<file path="config.mk">
export PLATFORM = sky130hd
export DESIGN_NAME = gat_bram_load_ctrl
export DESIGN_NICKNAME = d
export VERILOG_FILES = /design/src/rtl/gat_bram_load_ctrl.sv
export SDC_FILE = /design/constraint.sdc
export NUM_CORES = 1
export LEC_CHECK = 0
export ABC_AREA = 1
export BUFFER_PORTS_ARGS = -buffer_cell sky130_fd_sc_hd__clkbuf_2
export CORE_MARGIN = 2
export CORE_UTILIZATION = 55
export CTS_BUF_LIST = sky130_fd_sc_hd__clkbuf_2 sky130_fd_sc_hd__clkbuf_4 sky130_fd_sc_hd__clkbuf_8
export DETAILED_ROUTE_END_ITERATION = 8
export GPL_TIMING_DRIVEN = 1
export PLACE_DENSITY_LB_ADDON = 0.1
export RECOVER_POWER = 25
export SLEW_MARGIN = 20
export SYNTH_ARGS = -nofsm -noshare
export SYNTH_HDL_FRONTEND = slang
export SYNTH_SLANG_ARGS = --single-unit
</file>
<file path="constraint.sdc">
create_clock -name clk -period 2.1 [get_ports clk]
set_input_delay 0.315 -clock clk [delete_from_list [all_inputs] [get_ports clk]]
set_output_delay 0.315 -clock clk [all_outputs]
set_load 0.01 [all_outputs]
</file>
<file path="src/rtl/gat_bram_load_ctrl.sv">
// gat_bram_load_ctrl: host-to-core BRAM loading bridge for the GAT accelerator.
// Packs BEATS consecutive 32-bit host writes per channel into one DATA_W-bit
// internal BRAM word, flags beat-order and out-of-phase writes, counts
// committed words, and sequences core start / run / ready from the load-done
// levels of the register bank.
//
// Ports:
//   clk, rst_n   - clock, asynchronous active-low reset
//   host_din     - host write data, channel c at [c*32 +: 32]
//   host_ena     - host port enable per channel
//   host_wea     - host write enable per channel
//   host_addra   - host byte address per channel, channel c at [c*HA_W +: HA_W]
//   load_done    - register-bank load-done levels per channel
//   core_done    - single-cycle pulse from the core at layer end
//   int_we       - internal BRAM write strobe per channel
//   int_addr     - internal word address per channel
//   int_din      - packed internal word per channel
//   core_start   - one-cycle core start pulse
//   gat_ready    - layer complete, held until load_done clears
//   load_err     - sticky errors: [c] beat order on channel c, [NUM_CH] write while busy
//   wr_cnt       - committed internal words per channel (saturating)
module gat_bram_load_ctrl #(
  parameter int unsigned TOP_WIDTH = 32,
  parameter int unsigned NUM_CH    = 3,
  parameter int unsigned DATA_W    = 64,
  parameter int unsigned BEATS     = 2,
  parameter int unsigned ADDR_W    = 18,
  parameter int unsigned BL        = (BEATS > 1) ? $clog2(BEATS) : 0,
  parameter int unsigned HA_W      = ADDR_W + BL + 2,
  parameter int unsigned CNT_W     = ADDR_W + 1
) (
  input  logic                        clk,
  input  logic                        rst_n,
  input  logic [NUM_CH*TOP_WIDTH-1:0] host_din,
  input  logic [NUM_CH-1:0]           host_ena,
  input  logic [NUM_CH-1:0]           host_wea,
  input  logic [NUM_CH*HA_W-1:0]      host_addra,
  input  logic [NUM_CH-1:0]           load_done,
  input  logic                        core_done,
  output logic [NUM_CH-1:0]           int_we,
  output logic [NUM_CH*ADDR_W-1:0]    int_addr,
  output logic [NUM_CH*DATA_W-1:0]    int_din,
  output logic                        core_start,
  output logic                        gat_ready,
  output logic [NUM_CH:0]             load_err,
  output logic [NUM_CH*CNT_W-1:0]     wr_cnt
);

  // Beat index storage is at least one bit wide so BEATS=1 still elaborates.
  localparam int unsigned BW     = (BL > 0) ? BL : 1;
  localparam int unsigned PACK_W = BEATS * TOP_WIDTH;
  localparam int unsigned LAST_B = BEATS - 1;

  typedef enum logic [2:0] {
    IDLE  = 3'd0,
    LOAD  = 3'd1,
    START = 3'd2,
    RUN   = 3'd3,
    DONE  = 3'd4
  } state_t;

  state_t state;

  logic [NUM_CH-1:0] wr_c;
  logic [NUM_CH-1:0] acc_c;
  logic [NUM_CH-1:0] fin_c;
  logic              accept_st_c;
  logic              drop_c;
  logic              clr_c;

  logic [BW-1:0]     beat_c    [NUM_CH];
  logic [BW-1:0]     exp_nxt_c [NUM_CH];
  logic [ADDR_W-1:0] waddr_c   [NUM_CH];
  logic [PACK_W-1:0] pack_nxt_c[NUM_CH];

  logic [PACK_W-1:0] pack_reg  [NUM_CH];
  logic [BW-1:0]     exp_q     [NUM_CH];
  logic [ADDR_W-1:0] addr_q    [NUM_CH];
  logic [DATA_W-1:0] din_q     [NUM_CH];
  logic [CNT_W-1:0]  cnt_q     [NUM_CH];

  // Writes are only taken while the core is not being started or running.
  assign accept_st_c = (state == IDLE) || (state == LOAD) || (state == DONE);
  assign wr_c        = host_ena & host_wea;
  assign acc_c       = wr_c & {NUM_CH{accept_st_c}};
  assign drop_c      = (|wr_c) && !accept_st_c;
  assign clr_c       = (state == DONE) && (load_done == '0);

  // Per-channel address decode, beat insertion and next expected beat.
  always_comb begin
    for (int c = 0; c < NUM_CH; c++) begin
      beat_c[c]  = (BL > 0) ? BW'(host_addra[c*HA_W +: HA_W] >> 2) : '0;
      waddr_c[c] = ADDR_W'(host_addra[c*HA_W +: HA_W] >> (BL + 2));
      fin_c[c]   = acc_c[c] && (beat_c[c] == BW'(LAST_B));
      exp_nxt_c[c] = (beat_c[c] == BW'(LAST_B)) ? '0 : beat_c[c] + 1'b1;
      pack_nxt_c[c] = pack_reg[c];
      pack_nxt_c[c][beat_c[c]*TOP_WIDTH +: TOP_WIDTH] =
        host_din[c*TOP_WIDTH +: TOP_WIDTH];
    end
  end

  // Packing, commit, counters and sticky errors.
  always_ff @(posedge clk or negedge rst_n) begin
    if (!rst_n) begin
      int_we   <= '0;
      load_err <= '0;
      for (int c = 0; c < NUM_CH; c++) begin
        pack_reg[c] <= '0;
        exp_q[c]    <= '0;
        addr_q[c]   <= '0;
        din_q[c]    <= '0;
        cnt_q[c]    <= '0;
      end
    end else begin
      int_we <= fin_c;
      for (int c = 0; c < NUM_CH; c++) begin
        if (fin_c[c]) begin
          addr_q[c] <= waddr_c[c];
          din_q[c]  <= pack_nxt_c[c][DATA_W-1:0];
        end
      end
      if (clr_c) begin
        // Leaving DONE starts a fresh load session.
        load_err <= '0;
        for (int c = 0; c < NUM_CH; c++) begin
          pack_reg[c] <= '0;
          exp_q[c]    <= '0;
          cnt_q[c]    <= '0;
        end
      end else begin
        if (drop_c) begin
          load_err[NUM_CH] <= 1'b1;
        end
        for (int c = 0; c < NUM_CH; c++) begin
          if (acc_c[c]) begin
            pack_reg[c] <= pack_nxt_c[c];
            exp_q[c]    <= exp_nxt_c[c];
            if (beat_c[c] != exp_q[c]) begin
              load_err[c] <= 1'b1;
            end
          end
          if (fin_c[c] && (cnt_q[c] != '1)) begin
            cnt_q[c] <= cnt_q[c] + 1'b1;
          end
        end
      end
    end
  end

  // Load / start / run / ready sequencing with registered outputs.
  always_ff @(posedge clk or negedge rst_n) begin
    if (!rst_n) begin
      state      <= IDLE;
      core_start <= 1'b0;
      gat_ready  <= 1'b0;
    end else begin
      core_start <= 1'b0;
      case (state)
        IDLE: begin
          if (|acc_c) begin
            state <= LOAD;
          end
        end
        LOAD: begin
          // A final beat this cycle commits next cycle, so hold START off
          // until the commit has gone out.
          if ((&load_done) && !(|fin_c)) begin
            state      <= START;
            core_start <= 1'b1;
          end
        end
        START: begin
          state <= RUN;
        end
        RUN: begin
          if (core_done) begin
            state     <= DONE;
            gat_ready <= 1'b1;
          end
        end
        DONE: begin
          if (load_done == '0) begin
            state     <= IDLE;
            gat_ready <= 1'b0;
          end
        end
        default: begin
          state <= IDLE;
        end
      endcase
    end
  end

  // Flatten per-channel registers onto the output buses.
  always_comb begin
    int_addr = '0;
    int_din  = '0;
    wr_cnt   = '0;
    for (int c = 0; c < NUM_CH; c++) begin
      int_addr[c*ADDR_W +: ADDR_W] = addr_q[c];
      int_din[c*DATA_W +: DATA_W]  = din_q[c];
      wr_cnt[c*CNT_W +: CNT_W]     = cnt_q[c];
    end
  end

endmodule
</file>
After elaboration in Yosys (flattened, before gate mapping)
Cells that the tools add are included.
- add/sub/neg operators: 9
- eq/ne operators: 14
- shifts and indexed selects: 6
- muxes and demuxes: 36
- bitwise operators: 2
- reductions and logical operators: 35
- operators with widths (cell ; number):
    bitwise mux 64 bit ; 3
    2-to-1 mux 192 bit ; 1
    2-to-1 mux 64 bit ; 3
    variable shift 32 x 34 -> 64 bit (first input constant) ; 3
    variable part select 32 x 34 -> 64 bit ; 3
    negator 6 -> 34 bit ; 3
    adder 19 x 1 -> 19 bit (second input constant) ; 3
    2-to-1 mux 19 bit ; 3
    2-to-1 mux 57 bit ; 1
    inequality test 19 bit (second input constant) ; 3
    nonzero test 2 bit ; 11
    2-to-1 mux 1 bit ; 17
    2-to-1 mux 3 bit ; 5
    case mux 3 bit (5 select lines) ; 1
    logical AND 1 bit ; 9
    OR reduction 3 bit ; 3
    bitwise AND 3 bit ; 2
    equality test 3 x 2 -> 1 bit (second input constant) ; 2
    logical NOT 3 bit ; 2
    inequality test 2 x 1 -> 1 bit (second input constant) ; 3
    AND reduction 2 bit ; 3
    AND reduction 3 bit ; 2
    2-to-1 mux 4 bit ; 1
    AND reduction 4 bit ; 1
    8 further kinds ; 14
- register bits after elaboration: 510
- input port bits: 171
- output and inout port bits: 312
- word-level logic and storage cells: 125

Longest topological paths before layout
Gate-level depths: netlist of the first run.
- depth after elaboration: 10
- mapped depth: 12
- mapped depth without buffers: 11

Worst setup path after synthesis of the first run
OpenSTA, ideal clock, no wires.
- path type: register to register
- from: reg cnt_q, in the netlist wr_cnt[38]
- to: reg cnt_q, in the netlist wr_cnt[42]
- library setup time: 0.117 ns
- arrival: 1.702 ns
- required time: 1.983 ns
- slack: 0.281 ns
- cell stages (with the launch flop): 11
- buffers on the path: 1
- clock period less this slack: 1.819 ns
- cell sequence: dfrtp_1 ha_1 nand3_1 inv_1 nand2_1 nor2_4 a21oi_4 nor2_8 buf_4 nand2_1 nand2_1
- cells in the longest elaborated chain, start to end: 3
- elaborated cells between the ends (all ways): 6
- classes of those cells: add/sub (1); eq/ne (1); mux (2); reduce/logical (2)
- RTL lines (item ; line ; RTL):
    from (decl) ; 80 ; logic [CNT_W-1:0] cnt_q [NUM_CH];
    from (signal, indexed assignment) ; 143 ; cnt_q[c] <= cnt_q[c] + 1'b1;
    adder 19 x 1 -> 19 bit or inequality test 19 bit (tied branches) ; 143, 142 ;
    2-to-1 mux 19 bit or logical AND 1 bit (tied branches) ; 142 ; if (fin_c[c] && (cnt_q[c] != '1)) begin
    2-to-1 mux 57 bit or nonzero test 2 bit (tied branches) ; - ;
Several ways; a longest one is shown, not always the timed one. The select of a mux whose other input is x is not followed.
A chain may end at the register's enable or synchronous reset.

Final worst setup path of the first run
- from: reg cnt_q, in the netlist wr_cnt[39]
- to: reg cnt_q, in the netlist wr_cnt[42]
Same word-level chain as after synthesis.

==> summary.md, run 1 <==
• run status: finished, final reports clean
• worst-case vdd ir drop: 0.877 mV
• Combinational Power Share: 31.9%
• Bufs on Longest Clock Path: 3
• DR pass1 iterations: 5
• DIE WIDTH: 192 um
• sort of element at the start of the critical path: register
• worst path arrival time: 2460 ps
• Cell Area, Synth: 0.0195 mm2
• critical path data required time: 2640 ps
• Routed wire per std cell: 16.7 um
• Internal Pwr Total: 21.2 mW
• power share of the sequential group: 44.2%
• worst-margin pin slew: 1190 ps
• largest driver fanout on the critical path: 19
• area taken by multi-input logic gates: 0.00670 mm2
• time the worst path needs with I/O delays and setup: 1920 ps
• PwrDens: 1320 mW/mm2
• Net Count, Synth: 2411
• async set-reset flop share out of synthesis: 100%
• Clk pin slew, worst setup/hold paths: 60 ps
• total half-perimeter wirelength after legalization and detailed placement: 36700 um
• PortBufs: 476
• area taken by flip-flops and latches: 0.0115 mm2
• global-route wire length before repair: 88600 um
• synthesis-to-finish area growth: 29.3%
• sequential cell area fraction in the yosys report: 59.0%
• maximum single-stage delay on the critical path: 390 ps
• timing-limited maximum frequency: 520 MHz
• max FFs per register: 192
• H-tree level count: 3
• setup_tns: 0 ps
• global routing usage summed across all routing layers: 30.3%
• final-report setup violation count: 0
• final critical-path share of the clock period: 91.5%
• proportion of netlist area held by the largest area contributor: 59.0%
• number of antenna violations at the first check in global routing: 2
• number of enable-type register cells in the synthesized netlist: 0
• number of routed nets with antenna violations: 0
• TritonCTS Sinks: 459
• Post-Route Utilization: 72.4%
• Top cell by count, worst path: nand2_1
• Slew Limit Fails: 0
• synthesized flop and latch total: 459
• vertical die dimension: 192 um
• ratio of cells with drive above 1 in the final layout: 23.4%
• unique cell type count in the Yosys netlist: 37
• Overflow after GRT: 0
• slowest stage cell, crit path: dfrtp_1
• vias after detailed routing: 17.5k
• total length of routed wires: 55800 um
• detailed-route vias per instance: 5.22
• filler instances: 2614
• final hold violations: 0
• vias in the first global route: 17.3k
• Placer Congestion: 0.906
• largest cells by area after synthesis: dfrtp_1 (59%), nand2_1 (14%), o21ai_0 (6.2%), inv_1 (3.8%), a21oi_1 (2.8%)
• Max-Slew Margin vs Limit: 20.7%
• main flop type after synthesis: dfrtp_1
• Setup Skew: 22.4 ps
• starting density of the core: 56.0%
• DRC violation count after routing: 0
• cell-by-cell trace of the critical path: ha_1 > nand3_1 > inv_1 > nand2_1 > nor2_4 > a21oi_4 > buf_12 > nor2_8 > nand2_1 > nand2_1
• Gate Count Post-Synth: 2237
• total of max-cap violations: 0
• clock tree root buffer cell: clkbuf_8
• overall die area: 0.0369 mm2
• Final Net Count: 3016
• Psw: 12.0 mW
• setup repair after global routing missed its margin: no
• critical path type: reg -> reg
• synthesized area per cell: 8.70 um2
• clock tree from TritonCTS: yes
• Leak Pwr: 13.5 nW
• 1st-iter DRT viols: 1093
• standard-cell row count: 68
• Post-Route Hold Slack: 38.7 ps
• switching portion of total power: 36.1%
• core outline area: 0.0347 mm2
• clock latency reported for the late side of the worst-skew pair: 620 ps
• largest area contributor in the synthesized netlist: dfrtp_1
• dominant cell by count in the synthesized netlist: nand2_1
• maximum number of pins on one net before global-route repair: 102
• warnings from Yosys: 0
• CP Capture Type: register
• Post-synth top cells: nand2_1 (744), dfrtp_1 (459), o21ai_0 (242), inv_1 (199), nor2_1 (124)
• CTS Buf Count: 75
• classification of the worst-slack hold path: in -> reg
• share of power burned in the clock network: 23.9%
• I/O pin count: 483
[layout make-up]
type | count | area share, %
Multi-Input combinational cell | 1454 | 26.6
Timing Repair Buffer | 649 | 16.3
Antenna cell | 1 | 0.00995
Clock inverter | 12 | 0.363
Clock buffer | 113 | 5.64
Tap cell | 455 | 2.26
Inverter | 203 | 3.07
Sequential cell | 459 | 45.7
[layer usage]
layer,global-route usage (%),up-vias,part of all wire (%)
li1,-,8325,-
met5,0,-,0
met4,15.9,0,4.7
met3,8.51,176,8.0
met1,38.6,8309,40
met2,47.3,665,47
[per-stage QoR]
step	setup WS [ps]	cell area, um2	power (mW)	cells
final	178	25100	33.2	3346
after CTS	52.3	25200	33.3	3341
after global placement	144	22400	24.5	3094
after floorplan	281	19500	20.1	2237
after detailed placement	74.9	22400	25.0	3094
after global routing	12.8	25100	35.5	3346
[path summary, 6_finish.rpt]
path,endpoint,depth (start not counted),slack (ps),startpoint
worst max register to register,wr_cnt[42]$_DFFE_PN0P_,10,180,wr_cnt[39]$_DFFE_PN0P_
worst min-delay path,pack_reg[152]$_DFFE_PN0P_,3,40,host_din[24]
worst min register to register,int_din[99]$_DFFE_PN0P_,2,480,int_din[99]$_DFFE_PN0P_
worst max-delay path,wr_cnt[42]$_DFFE_PN0P_,10,180,wr_cnt[39]$_DFFE_PN0P_
max in group asynchronous,int_din[36]$_DFFE_PN0P_,3,300,rst_n
min in group asynchronous,wr_cnt[40]$_DFFE_PN0P_,2,500,rst_n
[power by group through the flow]
stage	clock network, mW	registers, mW	logic (mW)
after floorplan	0	15.6	4.51
after global placement	0	14.5	9.99
after detailed placement	0	14.7	10.3
after CTS	8.10	14.6	10.6
after global routing	8.48	15.1	11.9
final	7.92	14.7	10.6
[logic make-up after synthesis]
family                     Yosys count  share of synthesized area [%]
and+or+nand+nor                    974                           19.9
DFF                                459                           59.0
AOI/OAI and AO/OA                  423                           11.5
buffers and inverters              324                           6.81
xor gates and xnor gates            34                           1.53
muxes                               20                           1.03
adders and majority gates            3                          0.193
[critical path, delay by kind of cell (launching register included)]
family / cells / cell delay (ps)
and+or+nand+nor: 6 / 850
DFF: 1 / 390
adders and majority gates: 1 / 270
buffers and inverters: 2 / 270
AOI/OAI and AO/OA: 1 / 80
[cells in the final DEF (no fill, tap or decap), types with 3 or more instances in the layout]
master / netlist / layout
inv_1: 199 / 199
buf_6: 3 / 3
clkinv_2: 0 / 9
nand2_1: 744 / 741
clkbuf_4: 0 / 23
nand3_4: 0 / 3
dlygate4sd3_1: 0 / 122
a21oi_1: 107 / 106
xor2_1: 33 / 33
o21bai_1: 5 / 5
buf_4: 6 / 32
nand3b_1: 4 / 4
o21ai_0: 242 / 242
mux2i_1: 20 / 20
nand4_1: 14 / 14
dfrtp_1: 459 / 459
o22ai_1: 64 / 64
nand2_4: 1 / 3
nor2_1: 124 / 123
buf_12: 0 / 10
clkbuf_2: 0 / 480
nor3_1: 7 / 7
clkbuf_8: 0 / 91
nand2_2: 4 / 5
nand3_1: 67 / 65
ha_1: 3 / 3
[repair_timing]
item	CTS	global route
hold buffers	122	0
hold endpoints to repair	267	0
resized for setup	0	4
buffers inserted	0	4
endpoints found under the setup margin	0	45
(Power assumes the default switching activity.)
==> run 2, diff against run 1 <==
--- a/config.mk
+++ b/config.mk
@@ -12,2 +12,3 @@
 export CTS_BUF_LIST = sky130_fd_sc_hd__clkbuf_2 sky130_fd_sc_hd__clkbuf_4 sky130_fd_sc_hd__clkbuf_8
+export CTS_CLUSTER_SIZE = 28
 export DETAILED_ROUTE_END_ITERATION = 8
--- a/constraint.sdc
+++ b/constraint.sdc
@@ -3,2 +3,2 @@
 set_output_delay 0.315 -clock clk [all_outputs]
-set_load 0.01 [all_outputs]
+set_load 0.05 [all_outputs]
==> run 2 against run 1 <==
  * Worst hold slack got worse by 3.7 ps
  * Clock power increased by 6.2%
  * Core utilization increased by 0.51 points
  * Via count about the same
  * Critical path depth unchanged
  * First-iteration DRC count increased by 18%
  * Sequential share of layout area decreased by 0.31 points
  * Final area increased by 0.70%
  * Final cell count increased by 0.36%
  * Wire length increased by 1.5%
  * Clock skew increased by 1.4 ps
  * Sequential power about the same
  * Critical endpoint is now wr_cnt[49]$_DFFE_PN0P_
  * Largest power group is now combinational logic
==> summary.md, run 2 (synthesis gave the netlist of run 1 again) <==
• final critical-path share of the clock period: 91.1%, was 91.5%
• DR pass1 iterations: 6, was 5
• worst-case setup slack after placement: 56.4 ps, was 74.9 ps
• final-report setup violation count: 0, unchanged
• overall die area: 0.0369 mm2, unchanged
• Routed wire per std cell: 16.8 um, was 16.7 um
• time the worst path needs with I/O delays and setup: 1910 ps, was 1920 ps
• DRC violation count after routing: 0, unchanged
• Max-Slew Margin vs Limit: 29.2%, was 20.7%
• worst-case vdd ir drop: 1.18 mV, was 0.877 mV
• most common cell after layout, fill and taps aside: nand2_1, unchanged
• final worst slack: 186 ps, was 178 ps
• starting density of the core: 56.0%, unchanged
• Post-Route Hold Slack: 35.0 ps, was 38.7 ps
• PortBufs: 476, unchanged
• maximum number of pins on one net before global-route repair: 116, was 102
• classification of the worst-slack hold path: in -> reg, unchanged
• 1st-iter DRT viols: 1285, was 1093
• final hold violations: 0, unchanged
• Post-Layout Inst Area: 0.0253 mm2, was 0.0251 mm2
• synthesis-to-finish area growth: 30.2%, was 29.3%
• PwrDens: 1630 mW/mm2, was 1320 mW/mm2
• global routing usage summed across all routing layers: 30.2%, was 30.3%
• Post-Route Utilization: 72.9%, was 72.4%
• standard-cell row count: 68, unchanged
• instance count after placement with tap cells included: 3102, was 3094
• ratio of cells with drive above 1 in the final layout: 23.8%, was 23.4%
• TritonCTS Sinks: 459, unchanged
• timing-limited maximum frequency: 522 MHz, was 520 MHz
• DIE WIDTH: 192 um, unchanged
• setup repair after global routing missed its margin: no, unchanged
• worst path arrival time: 2450 ps, was 2460 ps
• run status: finished, final reports clean, unchanged
• most frequent cells in the layout: nand2_1 (741), clkbuf_2 (481), dfrtp_1 (457), o21ai_0 (242), inv_1 (199), was nand2_1 (741), clkbuf_2 (480), dfrtp_1 (459), o21ai_0 (242), inv_1 (199)
• Bufs on Longest Clock Path: 3, unchanged
• vias after detailed routing: 17.5k, about the same
• total length of routed wires: 56600 um, was 55800 um
• clock tree root buffer cell: clkbuf_8, unchanged
• critical path data required time: 2640 ps, about the same
• non-filler instance count after layout: 3358, was 3346
• total power: 41.3 mW, was 33.2 mW
• largest driver fanout on the critical path: 18, was 19
• vias in the first global route: 16.9k, was 17.3k
• setup_tns: 0 ps, unchanged
• critical path type: reg -> reg, unchanged
• vertical die dimension: 192 um, unchanged
• placed instance area: 0.0226 mm2, was 0.0224 mm2
• Slew Limit Fails: 0, unchanged
• Overflow after GRT: 0, unchanged
• CP Capture Type: register, unchanged
• total of max-cap violations: 0, unchanged
• clock latency reported for the late side of the worst-skew pair: 610 ps, was 620 ps
• Final Net Count: 3020, was 3016
• CTS Buf Count: 75, unchanged
• Leak Pwr: 13.6 nW, was 13.5 nW
• sort of element at the start of the critical path: register, unchanged
• Clk pin slew, worst setup/hold paths: 60 ps, about the same
• H-tree level count: 3, unchanged
• number of antenna violations at the first check in global routing: 3, was 2
• total half-perimeter wirelength after legalization and detailed placement: 36900 um, was 36700 um
• max FFs per register: 192, unchanged
• detailed-route vias per instance: 5.20, was 5.22
• global-route wire length before repair: 88500 um, was 88600 um
• Setup Skew: 23.8 ps, was 22.4 ps
• number of routed nets with antenna violations: 0, unchanged
• clock tree from TritonCTS: yes, unchanged
• worst-margin pin slew: 1060 ps, was 1190 ps
• Placer Congestion: 0.898, was 0.906
• core outline area: 0.0347 mm2, unchanged
• I/O pin count: 483, unchanged
## run 2: cell types whose count changed in the layout (fill, tap and decap cells not counted), moves of 2 or more
cell | before | now
dfrtp_2 | 0 | 2
buf_12 | 10 | 13
dlygate4sd3_1 | 122 | 119
buf_6 | 3 | 0
clkinv_2 | 9 | 11
bufinv_16 | 1 | 3
clkbuf_8 | 91 | 97
clkbuf_4 | 23 | 20
dfrtp_1 | 459 | 457
buf_4 | 32 | 36
## run 2: per-layer routing
metal / up-vias / track usage [%] / routed length [um]
met2: 644 / 47.8 / 26900
met1: 8323 / 39.5 / 23200
met3: 146 / 8.13 / 4340
met5: - / 0 / 13
met4: 2 / 12.8 / 2130
li1: 8350 / - / -
## run 2: power breakdown
part / switching, mW / internal, mW / leakage (nW) / total, mW
Clock: 3.56 / 4.85 / 0.871 / 8.41
Combinational: 14.1 / 4.13 / 7.05 / 18.2
Sequential: 2.00 / 12.7 / 5.71 / 14.7
Total: 19.6 / 21.6 / 13.6 / 41.3
## run 2: path summary, 6_finish.rpt
path                       slack [ps]                        end                     start  cells past startpoint
max                               190     wr_cnt[49]$_DFFE_PN0P_    wr_cnt[39]$_DFFE_PN0P_                     10
min                                30   pack_reg[21]$_DFFE_PN0P_              host_din[85]                      3
max reg2reg                       190     wr_cnt[49]$_DFFE_PN0P_    wr_cnt[39]$_DFFE_PN0P_                     10
min reg2reg                       480   int_din[126]$_DFFE_PN0P_  int_din[126]$_DFFE_PN0P_                      2
max in group asynchronous         330  pack_reg[159]$_DFFE_PN0P_                     rst_n                      4
min in group asynchronous         240   int_din[176]$_DFFE_PN0P_                     rst_n                      2
## run 2: worst max-delay path, stage by stage (launching register included)
cell	delay, ps
dfrtp_1	390
ha_1	250
nand3_1	160
inv_1	110
nand2_1	110
nor2_4	180
a21oi_4	80
buf_4	160
nor2_8	230
nand2_1	100
nand2_1	60
## run 2: area by class of cell
type                       instances  area, um2
sequential                       459      11500
fill                            2632       9390
multi-input combinational       1454       6690
timing repair buffer             653       4160
clock buffer                     116       1480
inverter                         203        771
tap                              455        569
clock inverter                    16        160
antenna                            2       5.00
## run 2: timing repair
| action | 4_1_cts | 5_1_grt |
|---|---|---|
| hold buffers | 119 | 0 |
| setup buffers | 0 | 3 |
| hold endpoints to repair | 194 | 0 |
| setup endpoints to repair | 0 | 40 |
| resized for setup | 0 | 3 |
==> run 3, diff against run 2 <==
CORE_UTILIZATION = 32   (was 55)
==> run 3 against run 2 <==
  * Setup slack worse by 17 ps
  * Clock power up 5.7%
  * Final area up 3.9%
  * Clock skew down 7.0 ps
  * First-iteration DRC count down 31%
  * Non-clock buffer count up 36
  * Critical path type unchanged
  * Critical endpoint is now wr_cnt[19]$_DFFE_PN0P_
  * Largest power group unchanged
==> summary.md, run 3 (synthesis gave the netlist of run 1 again) <==
• run status: finished, final reports clean, unchanged
• synthesis-to-finish area growth: 35.2%, was 30.2%
• total half-perimeter wirelength after legalization and detailed placement: 41300 um, was 36900 um
• PwrDens: 1590 mW/mm2, was 1630 mW/mm2
• final-report setup violation count: 0, unchanged
• time the worst path needs with I/O delays and setup: 1930 ps, was 1910 ps
• vertical die dimension: 251 um, was 192 um
• DRC violation count after routing: 0, unchanged
• Overflow after GRT: 0, unchanged
• clock tree from TritonCTS: yes, unchanged
• final critical-path share of the clock period: 91.9%, was 91.1%
• largest driver fanout on the critical path: 18, unchanged
• global routing usage summed across all routing layers: 19.3%, was 30.2%
• worst-margin pin slew: 1160 ps, was 1060 ps
• most common cell after layout, fill and taps aside: nand2_1, unchanged
• CP Capture Type: register, unchanged
• 1st-iter DRT viols: 889, was 1285
• Final Net Count: 3066, was 3020
• H-tree level count: 3, unchanged
• maximum number of pins on one net before global-route repair: 146, was 116
• maximum single-stage delay on the critical path: 470 ps, was 390 ps
• final hold violations: 0, unchanged
• Routed wire per std cell: 16.3 um, was 16.8 um
• DIE WIDTH: 251 um, was 192 um
• Placer Congestion: 0.869, was 0.898
• number of routed nets with antenna violations: 0, unchanged
• worst-case vdd ir drop: 0.911 mV, was 1.18 mV
• standard-cell row count: 90, was 68
• number of antenna violations at the first check in global routing: 5, was 3
• critical path type: reg -> reg, unchanged
• Max-Slew Margin vs Limit: 22.8%, was 29.2%
• Bufs on Longest Clock Path: 3, unchanged
• Slew Limit Fails: 0, unchanged
• Leak Pwr: 13.9 nW, was 13.6 nW
• total setup buffers inserted after CTS: 0, unchanged
• classification of the worst-slack hold path: in -> reg, unchanged
• I/O pin count: 483, unchanged
• ratio of cells with drive above 1 in the final layout: 23.9%, was 23.8%
• placed instance area: 0.0230 mm2, was 0.0226 mm2
• max FFs per register: 192, unchanged
• TritonCTS Sinks: 459, unchanged
• PortBufs: 476, unchanged
• Clk pin slew, worst setup/hold paths: 60 ps, about the same
• sort of element at the start of the critical path: register, unchanged
• cell-by-cell trace of the critical path: a21oi_4 > buf_4 > nand3_4 > a21oi_1 > nand3_1 > o21ai_0, was ha_1 > nand3_1 > inv_1 > nand2_1 > nor2_4 > a21oi_4 > buf_4 > nor2_8 > nand2_1 > nand2_1
• setup_tns: 0 ps, unchanged
• Post-Layout Inst Area: 0.0263 mm2, was 0.0253 mm2
• clock tree root buffer cell: clkbuf_8, unchanged
• total length of routed wires: 60800 um, was 56600 um
• overall die area: 0.0628 mm2, was 0.0369 mm2
• global-route wire length before repair: 96500 um, was 88500 um
• reg2reg setup slack: 170 ps, was 190 ps
• setup repair after global routing missed its margin: no, unchanged
• critical path data required time: 2660 ps, was 2640 ps
• clock latency reported for the late side of the worst-skew pair: 650 ps, was 610 ps
• most frequent cells in the layout: nand2_1 (741), clkbuf_2 (480), dfrtp_1 (458), o21ai_0 (242), inv_1 (199), was nand2_1 (741), clkbuf_2 (481), dfrtp_1 (457), o21ai_0 (242), inv_1 (199)
• starting density of the core: 32.3%, was 56.0%
• worst path arrival time: 2490 ps, was 2450 ps
• Setup Skew: 16.8 ps, was 23.8 ps
• core outline area: 0.0602 mm2, was 0.0347 mm2
• detailed-route vias per instance: 4.57, was 5.20
• vias after detailed routing: 17.1k, was 17.5k
• Post-Route Utilization: 43.7%, was 72.9%
• vias in the first global route: 17.1k, was 16.9k
• total of max-cap violations: 0, unchanged
• DR pass1 iterations: 5, was 6
• CTS Buf Count: 85, was 75
• timing-limited maximum frequency: 518 MHz, was 522 MHz
• slowest stage cell, crit path: a21oi_1, was dfrtp_1
==> run 3: cell count changes in the layout (fill, tap and decap cells not counted), sizes merged, moves of 2 or more <==
| cell | previous run | this run |
|---|---|---|
| clkbuf | 600 | 618 |
| buf | 50 | 55 |
| dlygate4sd3 | 119 | 153 |
| inv | 202 | 204 |
| bufinv | 3 | 0 |
| clkinv | 11 | 5 |
| diode | 2 | 5 |
==> run 3: critical path, delay by kind of cell (launching register included) <==
| kind | cells | cell delay [ps] |
|---|---|---|
| buffers and inverters | 1 | 180 |
| AO/OA/AOI/OAI | 3 | 850 |
| flip-flops | 1 | 440 |
| AND/OR/NAND/NOR | 2 | 360 |
==> run 3: path summary, 6_finish.rpt <==
path | startpoint | endpoint | depth (start not counted)
worst max-delay path | state[2]$_DFFE_PN0P_ | wr_cnt[19]$_DFFE_PN0P_ | 6
worst min-delay path | host_din[11] | pack_reg[139]$_DFFE_PN0P_ | 5
worst max register to register | state[2]$_DFFE_PN0P_ | wr_cnt[19]$_DFFE_PN0P_ | 6
worst min register to register | int_addr[35]$_DFFE_PN0P_ | int_addr[35]$_DFFE_PN0P_ | 2
max in group asynchronous | rst_n | pack_reg[178]$_DFFE_PN0P_ | 3
min in group asynchronous | rst_n | wr_cnt[2]$_DFFE_PN0P_ | 2
==> run 3: repair_timing <==
item | 4_1_cts | 5_1_grt
endpoints found under the setup margin | 0 | 12
endpoints found under the hold margin | 607 | 0
resized for setup | 0 | 1
hold buffers | 153 | 0
==> run 3: power breakdown <==
group          internal (mW)  switching [mW]  leakage, nW
clock                   5.12            3.77        0.938
sequential              12.7            1.95         5.71
combinational           4.21            14.0         7.24
total                   22.0            19.7         13.9
==> run 3: metrics by stage <==
| step | std cells | power (mW) | hold WS, ps | setup slack (ps) |
|---|---|---|---|---|
| after floorplan | 2237 | 27.6 | 19.4 | 10.8 |
| after global placement | 3434 | 32.6 | 231 | 22.2 |
| after detailed placement | 3434 | 32.8 | 231 | 62.2 |
| after CTS | 3732 | 42.3 | 6.70 | 38.8 |
| after global routing | 3736 | 44.3 | 49.3 | 0.0739 |
| final | 3737 | 41.7 | 81.5 | 169 |
==> run 3: cell type report <==
cell class | instances | area, um2
Fill cell | 6014 | 33900
Sequential cell | 459 | 11500
Multi-Input combinational cell | 1454 | 6690
Timing Repair Buffer | 689 | 4600
Clock buffer | 137 | 1710
Tap cell | 782 | 978
Inverter | 203 | 767
Clock inverter | 8 | 52.6
Antenna cell | 5 | 12.5
==> run 3: routing by layer <==
metal | up-vias | part of all wire (%) | GRT usage [%]
met2 | 424 | 47 | 30.9
met3 | 104 | 6.9 | 5.48
li1 | 8453 | - | -
met5 | - | 0 | 0
met4 | 0 | 2.8 | 7.19
met1 | 8096 | 43 | 24.8
